**src/rtl/ltc2324_pkg.sv**
```systemverilog
// Shared types and constants for the LTC2324 serial receiver.
package ltc2324_pkg;

    localparam int DATA_W = 16;
    localparam int LANES  = 4;

    localparam int CNV_HIGH_DEF   = 2;
    localparam int CONV_WAIT_DEF  = 45;
    localparam int SCK_HALF_DEF   = 1;
    localparam int USE_SCK_SHIFT_DATA_DEF = 0;

    localparam logic [DATA_W-1:0] PATTERN_CH4 = 16'hA5A5;

    typedef enum logic [2:0] {
        S_IDLE  = 3'd0,
        S_CNV   = 3'd1,
        S_CONV  = 3'd2,
        S_SHIFT = 3'd3,
        S_DONE  = 3'd4
    } state_e;

endpackage

```
**src/rtl/ltc2324_serial_rx_if.sv**
```systemverilog
// ADC pins and sample bus of the LTC2324 receiver.
interface ltc2324_serial_rx_if;
    import ltc2324_pkg::*;

    logic              sample_en;
    logic              CNV;
    logic              SCK;
    logic              CLKOUT;
    logic              SDO1;
    logic              SDO2;
    logic              SDO3;
    logic              SDO4;
    logic              valid;
    logic [DATA_W-1:0] ch1;
    logic [DATA_W-1:0] ch2;
    logic [DATA_W-1:0] ch3;
    logic [DATA_W-1:0] ch4;

    // Side that requests samples and models the ADC.
    modport master (
        output sample_en, CLKOUT, SDO1, SDO2, SDO3, SDO4,
        input  CNV, SCK, valid, ch1, ch2, ch3, ch4
    );

    // Receiver side.
    modport slave (
        input  sample_en, CLKOUT, SDO1, SDO2, SDO3, SDO4,
        output CNV, SCK, valid, ch1, ch2, ch3, ch4
    );

endinterface

```
**src/rtl/ltc2324_lane_shift.sv**
```systemverilog
// One SDO lane: 16-bit MSB-first shift register, advanced on capture enable.
module ltc2324_lane_shift
    import ltc2324_pkg::*;
(
    input  logic              clk_i,
    input  logic              rst_ni,
    input  logic              cap_en_i,
    input  logic              sdo_i,
    output logic [DATA_W-1:0] data_o
);

    logic [DATA_W-1:0] shift_q;

    // Shift the lane bit in at each SCK rising edge; first bit ends up as MSB.
    always_ff @(posedge clk_i or negedge rst_ni) begin
        if (!rst_ni) begin
            shift_q <= '0;
        end else if (cap_en_i) begin
            shift_q <= {shift_q[DATA_W-2:0], sdo_i};
        end
    end

    assign data_o = shift_q;

endmodule

```
**src/rtl/ltc2324_serial_rx.sv**
```systemverilog
// LTC2324 conversion sequencer and 4-lane serial receiver.
// CNV/SCK/valid are registered from the next-state values so they line up
// exactly with the state the FSM is in during each cycle.
module ltc2324_serial_rx
    import ltc2324_pkg::*;
#(
    parameter int CNV_HIGH           = CNV_HIGH_DEF,
    parameter int CONV_WAIT          = CONV_WAIT_DEF,
    parameter int SCK_HALF           = SCK_HALF_DEF,
    parameter int USE_SCK_SHIFT_DATA = USE_SCK_SHIFT_DATA_DEF
)(
    input  logic adc_clk,
    input  logic adc_rst_n,
    ltc2324_serial_rx_if.slave bus
);

    localparam int WAIT_MAX = (CNV_HIGH > CONV_WAIT) ? CNV_HIGH : CONV_WAIT;
    localparam int WCW      = $clog2(WAIT_MAX + 1);
    localparam int HCW      = $clog2(SCK_HALF + 1);
    localparam int BCW      = $clog2(DATA_W);

    state_e            state_q, state_d;
    logic [WCW-1:0]    wcnt_q, wcnt_d;     // CNV-high / tCONV cycle counter
    logic [HCW-1:0]    hcnt_q, hcnt_d;     // cycles within one SCK half
    logic              phase_q, phase_d;   // 0 = SCK high half, 1 = low half
    logic [BCW-1:0]    bit_q, bit_d;       // SCK pulse index 0..15

    logic              cnv_q, sck_q, valid_q;
    logic              sck_d;
    logic              cap_en;
    logic [DATA_W-1:0] frame_q;
    logic [DATA_W-1:0] ch_q      [LANES];
    logic [DATA_W-1:0] lane_data [LANES];
    logic [DATA_W-1:0] load_val  [LANES];
    logic [LANES-1:0]  sdo;

    assign sdo = {bus.SDO4, bus.SDO3, bus.SDO2, bus.SDO1};

    // State and counter registers.
    always_ff @(posedge adc_clk or negedge adc_rst_n) begin
        if (!adc_rst_n) begin
            state_q <= S_IDLE;
            wcnt_q  <= '0;
            hcnt_q  <= '0;
            phase_q <= 1'b0;
            bit_q   <= '0;
        end else begin
            state_q <= state_d;
            wcnt_q  <= wcnt_d;
            hcnt_q  <= hcnt_d;
            phase_q <= phase_d;
            bit_q   <= bit_d;
        end
    end

    // Next-state and counter sequencing for one conversion frame.
    always_comb begin
        state_d = state_q;
        wcnt_d  = wcnt_q;
        hcnt_d  = hcnt_q;
        phase_d = phase_q;
        bit_d   = bit_q;
        unique case (state_q)
            S_IDLE: begin
                if (bus.sample_en) begin
                    state_d = S_CNV;
                    wcnt_d  = '0;
                end
            end
            S_CNV: begin
                if (wcnt_q == WCW'(CNV_HIGH - 1)) begin
                    state_d = S_CONV;
                    wcnt_d  = '0;
                end else begin
                    wcnt_d = wcnt_q + WCW'(1);
                end
            end
            S_CONV: begin
                if (wcnt_q == WCW'(CONV_WAIT - 1)) begin
                    state_d = S_SHIFT;
                    hcnt_d  = '0;
                    phase_d = 1'b0;
                    bit_d   = '0;
                end else begin
                    wcnt_d = wcnt_q + WCW'(1);
                end
            end
            S_SHIFT: begin
                if (hcnt_q == HCW'(SCK_HALF - 1)) begin
                    hcnt_d = '0;
                    if (phase_q) begin
                        phase_d = 1'b0;
                        if (bit_q == BCW'(DATA_W - 1)) begin
                            state_d = S_DONE;
                        end else begin
                            bit_d = bit_q + BCW'(1);
                        end
                    end else begin
                        phase_d = 1'b1;
                    end
                end else begin
                    hcnt_d = hcnt_q + HCW'(1);
                end
            end
            S_DONE: begin
                state_d = bus.sample_en ? S_CNV : S_IDLE;
                wcnt_d  = '0;
            end
            default: state_d = S_IDLE;
        endcase
    end

    assign sck_d  = (state_d == S_SHIFT) && !phase_d;
    // SDO is sampled on the same edge that drives SCK low-to-high.
    assign cap_en = sck_d && !sck_q;

    for (genvar g = 0; g < LANES; g++) begin : g_lane
        ltc2324_lane_shift u_lane (
            .clk_i    (adc_clk),
            .rst_ni   (adc_rst_n),
            .cap_en_i (cap_en),
            .sdo_i    (sdo[g]),
            .data_o   (lane_data[g])
        );
    end

    // Select captured lane data or the built-in frame-counter test pattern.
    always_comb begin
        for (int i = 0; i < LANES; i++) begin
            load_val[i] = lane_data[i];
        end
        if (USE_SCK_SHIFT_DATA != 0) begin
            load_val[0] = frame_q;
            load_val[1] = frame_q + DATA_W'(1);
            load_val[2] = ~frame_q;
            load_val[3] = PATTERN_CH4;
        end
    end

    // Registered pin outputs, sample hold registers and frame counter.
    always_ff @(posedge adc_clk or negedge adc_rst_n) begin
        if (!adc_rst_n) begin
            cnv_q   <= 1'b0;
            sck_q   <= 1'b0;
            valid_q <= 1'b0;
            frame_q <= '0;
            for (int i = 0; i < LANES; i++) begin
                ch_q[i] <= '0;
            end
        end else begin
            cnv_q   <= (state_d == S_CNV);
            sck_q   <= sck_d;
            valid_q <= (state_d == S_DONE);
            if (state_d == S_DONE) begin
                frame_q <= frame_q + DATA_W'(1);
                for (int i = 0; i < LANES; i++) begin
                    ch_q[i] <= load_val[i];
                end
            end
        end
    end

    assign bus.CNV   = cnv_q;
    assign bus.SCK   = sck_q;
    assign bus.valid = valid_q;
    assign bus.ch1   = ch_q[0];
    assign bus.ch2   = ch_q[1];
    assign bus.ch3   = ch_q[2];
    assign bus.ch4   = ch_q[3];

endmodule
```
**src/flat_wrapper.sv**
```systemverilog
// flat-port wrapper written by rule: the top's interface ports become plain ports
module ltc2324_serial_rx_flat import ltc2324_pkg::*;
#(
    parameter int CNV_HIGH           = CNV_HIGH_DEF,
    parameter int CONV_WAIT          = CONV_WAIT_DEF,
    parameter int SCK_HALF           = SCK_HALF_DEF,
    parameter int USE_SCK_SHIFT_DATA = USE_SCK_SHIFT_DATA_DEF
)
  (adc_clk, adc_rst_n, bus_sample_en, bus_CLKOUT, bus_SDO1, bus_SDO2, bus_SDO3, bus_SDO4, bus_CNV, bus_SCK, bus_valid, bus_ch1, bus_ch2, bus_ch3, bus_ch4);
  ltc2324_serial_rx_if bus_i ();
  input  logic adc_clk;
  input  logic adc_rst_n;
  input wire logic [$bits(bus_i.sample_en)-1:0] bus_sample_en;
  input wire logic [$bits(bus_i.CLKOUT)-1:0] bus_CLKOUT;
  input wire logic [$bits(bus_i.SDO1)-1:0] bus_SDO1;
  input wire logic [$bits(bus_i.SDO2)-1:0] bus_SDO2;
  input wire logic [$bits(bus_i.SDO3)-1:0] bus_SDO3;
  input wire logic [$bits(bus_i.SDO4)-1:0] bus_SDO4;
  output wire logic [$bits(bus_i.CNV)-1:0] bus_CNV;
  output wire logic [$bits(bus_i.SCK)-1:0] bus_SCK;
  output wire logic [$bits(bus_i.valid)-1:0] bus_valid;
  output wire logic [$bits(bus_i.ch1)-1:0] bus_ch1;
  output wire logic [$bits(bus_i.ch2)-1:0] bus_ch2;
  output wire logic [$bits(bus_i.ch3)-1:0] bus_ch3;
  output wire logic [$bits(bus_i.ch4)-1:0] bus_ch4;
  assign bus_i.sample_en = bus_sample_en;
  assign bus_i.CLKOUT = bus_CLKOUT;
  assign bus_i.SDO1 = bus_SDO1;
  assign bus_i.SDO2 = bus_SDO2;
  assign bus_i.SDO3 = bus_SDO3;
  assign bus_i.SDO4 = bus_SDO4;
  assign bus_CNV = bus_i.CNV;
  assign bus_SCK = bus_i.SCK;
  assign bus_valid = bus_i.valid;
  assign bus_ch1 = bus_i.ch1;
  assign bus_ch2 = bus_i.ch2;
  assign bus_ch3 = bus_i.ch3;
  assign bus_ch4 = bus_i.ch4;
  ltc2324_serial_rx #(.CNV_HIGH(CNV_HIGH), .CONV_WAIT(CONV_WAIT), .SCK_HALF(SCK_HALF), .USE_SCK_SHIFT_DATA(USE_SCK_SHIFT_DATA)) u_core (.adc_clk(adc_clk), .adc_rst_n(adc_rst_n), .bus(bus_i));
endmodule
```
**config.mk**
```make
export PLATFORM = sky130hd
export DESIGN_NAME = ltc2324_serial_rx_flat
export DESIGN_NICKNAME = d
export VERILOG_FILES = /design/src/rtl/ltc2324_pkg.sv /design/src/rtl/ltc2324_serial_rx_if.sv /design/src/rtl/ltc2324_lane_shift.sv /design/src/rtl/ltc2324_serial_rx.sv /design/src/flat_wrapper.sv
export SDC_FILE = /design/constraint.sdc
export NUM_CORES = 1
export LEC_CHECK = 0
export ABC_AREA = 1
export CORE_UTILIZATION = 40
export DETAILED_ROUTE_END_ITERATION = 10
export GPL_TIMING_DRIVEN = 1
export HOLD_SLACK_MARGIN = 0.05
export SLEW_MARGIN = 20
export SYNTH_ARGS = -nofsm -noshare
export SYNTH_HDL_FRONTEND = slang
export SYNTH_SLANG_ARGS = --single-unit
```
**constraint.sdc**
```tcl
create_clock -name adc_clk -period 1.5 [get_ports adc_clk]
set_input_delay 0.3 -clock adc_clk [delete_from_list [all_inputs] [get_ports adc_clk]]
set_output_delay 0.3 -clock adc_clk [all_outputs]
set_load 0.005 [all_outputs]
```
After elaboration in Yosys (flattened, before gate mapping)

Cells that the tools add are included.

Bits in registers: 146
Input bits: 8
Logic and storage cells: 69
Output and inout port bits: 67

Mux-type cells: 24
Add/sub/neg operators: 3
Reduce and logical (&&, ||, !) cells: 10
Eq/ne operators: 16

Operators by type and width:

| cell                  | number |
|---|---|
| $pmux W6 S4           | 1 |
| $mux W3               | 6 |
| $mux W6               | 3 |
| $mux W4               | 4 |
| $pmux W3 S5           | 1 |
| $eq A3 B2 Y1 const B  | 3 |
| $ne A2 B2 Y1 const B  | 4 |
| $pmux W4 S2           | 1 |
| $add A6 B1 Y6 const B | 1 |
| $eq A3 B1 Y1 const B  | 2 |
| $eq A3 B3 Y1 const B  | 2 |
| $eq A6 B1 Y1 const B  | 1 |
| $eq A6 B6 Y1 const B  | 1 |
| $mux W1               | 6 |
| $reduce_and A5 Y1     | 1 |
| $add A4 B1 Y4 const B | 1 |
| $eq A4 B4 Y1 const B  | 1 |
| $ne A2 B1 Y1 const B  | 2 |
| $pmux W1 S2           | 2 |
| $reduce_bool A4 Y1    | 1 |
| $logic_not A3 Y1      | 1 |
| $reduce_and A3 Y1     | 1 |
| $logic_and A1 B1 Y1   | 2 |
| $logic_not A1 Y1      | 2 |
| 3 further kinds       | 3 |

Depth between registers and ports, before layout

Depth in word-level cells: 8
Depth in mapped cells: 11
Gate-level depth less buffers: 9

Cells and area by module

A second synthesis with hierarchy kept.

Cells, all modules: 673
Area, all modules: 6127.1 um2

By module, submodules not included:

| module             | instances | sequential area each (um2) | area an instance (um2) | cells each |
|---|---|---|---|---|
| ltc2324_serial_rx  | 1         | 2026.9                     | 3389.5                 | 401 |
| ltc2324_lane_shift | 4         | 400.4                      | 684.4                  | 68 |

Worst setup path after synthesis

No wires, ideal clock.

Path type: flip-flop to flip-flop
Start point: reg u_core.wcnt_q[0]
End point: reg u_core.g_lane[0].u_lane.shift_q[1]
Arrival: 1438 ps
Clock period less this slack: 1557 ps
Path buffers: 1
Library setup time: 119 ps
Path slack: -57 ps
Stages on the path, launching flop included: 9
Data required time: 1381 ps
Cells stage by stage: dfrtp_1 > inv_1 > ha_1 > nand3_1 > o21bai_1 > nand4_4 > buf_6 > nand2_1 > nand2_1

Word-level cells in the longest chain between the ends: 6
Elaborated cells on any way between the ends: 11
Classes of those cells: 3 x eq/ne; 5 x mux; 3 x reduce/logical

RTL lines:

| item                                             | line                                             | text |
|---|---|---|
| start: declaration                               | ltc2324_serial_rx.sv:23                          | `logic [WCW-1:0] wcnt_q, wcnt_d;` |
| start signal: assignment                         | ltc2324_serial_rx.sv:49                          | `wcnt_q <= wcnt_d;` |
| $eq A6 B6 Y1 or $eq A6 B1 Y1 (tied branches)     | ltc2324_serial_rx.sv:79, ltc2324_serial_rx.sv:71 |  |
| $mux W3 (tied with other cells)                  | ltc2324_serial_rx.sv:79                          | `if (wcnt_q == WCW'(CONV_WAIT - 1)) begin` |
| $pmux W3 S5 or $pmux W1 S2 (tied branches)       | ltc2324_serial_rx.sv:63                          | `unique case (state_q)` |
| $eq A3 B2 Y1 or $logic_not A1 Y1 (tied branches) | ltc2324_serial_rx.sv:113                         | `assign sck_d = (state_d == S_SHIFT) && !phase_d;` |
| $logic_and A1 B1 Y1 (*)                          | ltc2324_serial_rx.sv:113                         |  |
| $logic_and A1 B1 Y1 (*)                          | ltc2324_serial_rx.sv:115                         | `assign cap_en = sck_d && !sck_q;` |
| end signal: assignment                           | ltc2324_lane_shift.sv:19                         | `shift_q <= {shift_q[DATA_W-2:0], sdo_i};` |
| end: declaration                                 | ltc2324_lane_shift.sv:12                         | `logic [DATA_W-1:0] shift_q;` |

Every way passes the cells marked *; elsewhere a longest branch is shown, timed or not.
A chain may end at the register's enable or synchronous reset.

Worst setup path in the final report

Start point: reg u_core.wcnt_q[0]
End point: reg u_core.g_lane[1].u_lane.shift_q[13]

Word-level cells in the longest chain between the ends: 6
Elaborated cells on any way between the ends: 11
Classes of those cells: 3 x eq/ne; 5 x mux; 3 x reduce/logical

RTL lines:

| item                                             | line |
|---|---|
| $eq A6 B6 Y1 or $eq A6 B1 Y1 (tied branches)     | ltc2324_serial_rx.sv:79, ltc2324_serial_rx.sv:71 |
| $mux W3 (tied with other cells)                  | ltc2324_serial_rx.sv:79 |
| $pmux W3 S5 or $pmux W1 S2 (tied branches)       | ltc2324_serial_rx.sv:63 |
| $eq A3 B2 Y1 or $logic_not A1 Y1 (tied branches) | ltc2324_serial_rx.sv:113 |
| $logic_and A1 B1 Y1 (*)                          | ltc2324_serial_rx.sv:113 |
| $logic_and A1 B1 Y1 (*)                          | ltc2324_serial_rx.sv:115 |
| end signal: assignment                           | ltc2324_lane_shift.sv:19 |
| end: declaration                                 | ltc2324_lane_shift.sv:12 |

Marks and branches as above.

==> metrics.cfg <==
[placement]
io_buffers=73
gp_congestion=0.797
place_hpwl_mm=8.80

[synth]
netlist_instances=693
netlist_area_mm2=0.00614
synthFlopType=dfrtp_1
synth-seq-area-share=0.591
synth_area_per_cell_um2=8.87
synth_commonest_cells=nand2_1 (355), dfrtp_1 (145), nand4_1 (67)
synth_area_leader_cell=dfrtp_1
ys_ff_latch=145
yosysMostFrequentCell=nand2_1
synth_nets=705
async_flop_share=1.00
synth.distinct_cells=26
netlist.area_leader.share=0.591
synth_area_leaders=dfrtp_1 (59%), nand2_1 (22%), nand4_1 (6.8%)
synth_edf_count=0
yosysWarnings=0

[setup_path]
worst_ep_arrival_time_ps=1950
cp.required_ps=1810
cp_max_fo=34
r2r.worst_path.cells=9
critPathCaptureType=register
cp-start-kind=register
critPathKind=reg -> reg

[sta]
min_period_over_period=1.10
fin_tns_setup_ps=-8300
finClkSkew_ps=7.04
fin_ws_ps=-146
finalHoldViolCount=0
max_slew_margin=0.710
tightestPinTransition_ps=435
max_freq_mhz=607
rsz0062_at_grt=true
setup_viol=127
post-route-min-period_ps=1650
slew_viol_final=0

[pwr]
p_sw_mw=1.73
p_per_area_mw_per_mm2=937
p_leak_nw=5.51
power_mw=8.60
clock_power_share=0.528
swShare=0.201
power.internal_mw=6.87
p_comb_frac=0.014
vdd_ir_drop_max_mv=0.878
power_frac_seq=0.458

[global_routing]
antenna_found_initial=0
grt-ovfl-total=0
grt_pass1_vias=5230
grt_use_total=0.198
grt_pass1_wl_mm=25.0
grt_max_degree=47

[cells_and_area]
area_growth_pct=49.5
finish.net_count=844
drive_gt1_frac=0.305
post-route-util=0.623
antenna_cells=0

[clock_tree]
cts_tree=done
clock-sinks=145
cts_htree_levels=4
clockRootBuffer=clkbuf_16
cts_buffers=17
path_clk_slew_ps=60
clk_latency_ps=420
clock_path_buffers=2

[route]
first_pass_iters=4
drt_first_iter_violations=413
ant_nets=0
drc=0
avgRoutedWirePerCell_um=15.9
vias=5278
via_per_inst=5.13
totalWireLength_mm=16.3

[run_status]
violations=setup timing
status=finished, violations left

[floorplan]
core_region_area_mm2=0.0148
pin_count=75
die_height_um=126
start_util=0.416
dieArea_mm2=0.0159
die_w_um=126
fp-row-count=44

[min_path]
hold_path.class=in -> async

[run]
cap_viol_max_count=0

==> layer usage <==
metal / vias up / global-route usage / wire length, um
met5: - / 0 / 0
met4: 0 / 0.0773 / 257
met3: 22 / 0.0523 / 760
met2: 124 / 0.331 / 8410
met1: 2619 / 0.246 / 6890
li1: 2513 / - / -
==> per-stage QoR <==
| step | hold WS [ps] | setup WS (ps) | std cells | area, um2 |
|---|---|---|---|---|
| after floorplan | 4.41 | -34.6 | 693 | 6160 |
| after global placement | 257 | -72.3 | 949 | 7310 |
| after detailed placement | 260 | -117 | 949 | 7310 |
| after CTS | 367 | -127 | 1010 | 8270 |
| after global routing | 402 | -240 | 1029 | 9190 |
| final | 360 | -146 | 1029 | 9190 |
==> power by group through the flow <==
stage | Sequential [mW] | Clock, mW | Combinational (mW)
final | 3.94 | 4.54 | 0.124
after global routing | 3.94 | 4.78 | 0.144
after CTS | 3.93 | 4.61 | 0.132
after detailed placement | 4.00 | 0 | 0.129
after global placement | 4.00 | 0 | 0.124
after floorplan | 4.00 | 0 | 0.00853
==> logic make-up (layout without fill, tap and decap cells) <==
logic type / after synthesis / in the layout / share of synthesized area
fa+ha+maj: 4 / 4 / 0.00815
compound gates: 11 / 11 / 0.0102
xor+xnor: 2 / 2 / 0.00285
buf+inv: 63 / 213 / 0.0584
simple gates: 468 / 470 / 0.330
flops: 145 / 145 / 0.591
==> sequential cells by signal (all words and copies together), names as in the netlist <==
| signal | count |
|---|---|
| u_core.bit_q | 4 |
| u_core.bus.CNV | 1 |
| u_core.bus.SCK | 1 |
| u_core.bus.ch1 | 16 |
| u_core.bus.ch2 | 16 |
| u_core.bus.ch3 | 16 |
| u_core.bus.ch4 | 16 |
| u_core.bus.valid | 1 |
| u_core.g_lane.u_lane.data_o | 64 |
| u_core.phase_q | 1 |
| u_core.state_q | 3 |
| u_core.wcnt_q | 6 |
==> cell usage in the layout, fill, tap and decap left out, types with 4 or more instances in the layout <==
| cell type | n |
|---|---|
| nand2_1 | 253 |
| dfrtp_1 | 144 |
| nand2_2 | 71 |
| nand4_1 | 67 |
| dlygate4sd2_1 | 67 |
| nand2_4 | 45 |
| buf_4 | 44 |
| clkbuf_16 | 28 |
| buf_12 | 21 |
| inv_1 | 14 |
| nand3_1 | 9 |
| nor2_1 | 9 |
| buf_6 | 8 |
| nor2_4 | 5 |
| clkdlybuf4s50_1 | 5 |
| inv_2 | 4 |
| bufinv_16 | 4 |
==> area by class of cell <==
cell class              instances  area (um2)
fillers                      1230        5570
flip-flops and latches        145        3630
multi-input cells             487        2760
repair buffers                159        1810
clock buffers                  23         478
well taps                     184         230
clock inverters                 9         154
inverters                      21         113
repair inverters                1        16.3
==> final timing paths <==
kind | slack (ps) | start | end
setup / recovery | -150 | u_core.wcnt_q[0]$_DFFE_PN0P_ | u_core.g_lane[1].u_lane.data_o[13]$_DFFE_PN0P_
max in group asynchronous | 540 | adc_rst_n | u_core.bus.ch4[9]$_DFFE_PN0P_
min in group adc_clk | 470 | u_core.bus.ch3[12]$_DFFE_PN0P_ | u_core.bus.ch3[12]$_DFFE_PN0P_
hold reg to reg | 470 | u_core.bus.ch3[12]$_DFFE_PN0P_ | u_core.bus.ch3[12]$_DFFE_PN0P_
setup reg to reg | -150 | u_core.wcnt_q[0]$_DFFE_PN0P_ | u_core.g_lane[1].u_lane.data_o[13]$_DFFE_PN0P_
hold / removal | 360 | adc_rst_n | u_core.bus.ch2[3]$_DFFE_PN0P_
==> worst max-delay path: stages, from the launching register on <==
cell	delay [ps]
dfrtp_1	390
inv_2	80
ha_4	140
nand3_4	90
buf_4	150
o21bai_4	160
nand4_4	150
buf_12	210
nand2_1	90
nand2_1	60
==> timing repair <==
action,in CTS,in global routing
setup endpoints to repair,205,139
setup buffers,24,7
gates cloned,4,16
hold buffers,1,0
hold endpoints to repair,39,0
pin swaps,34,33
resized for setup,95,184
Note: power is estimated with default switching activity, not from simulation.
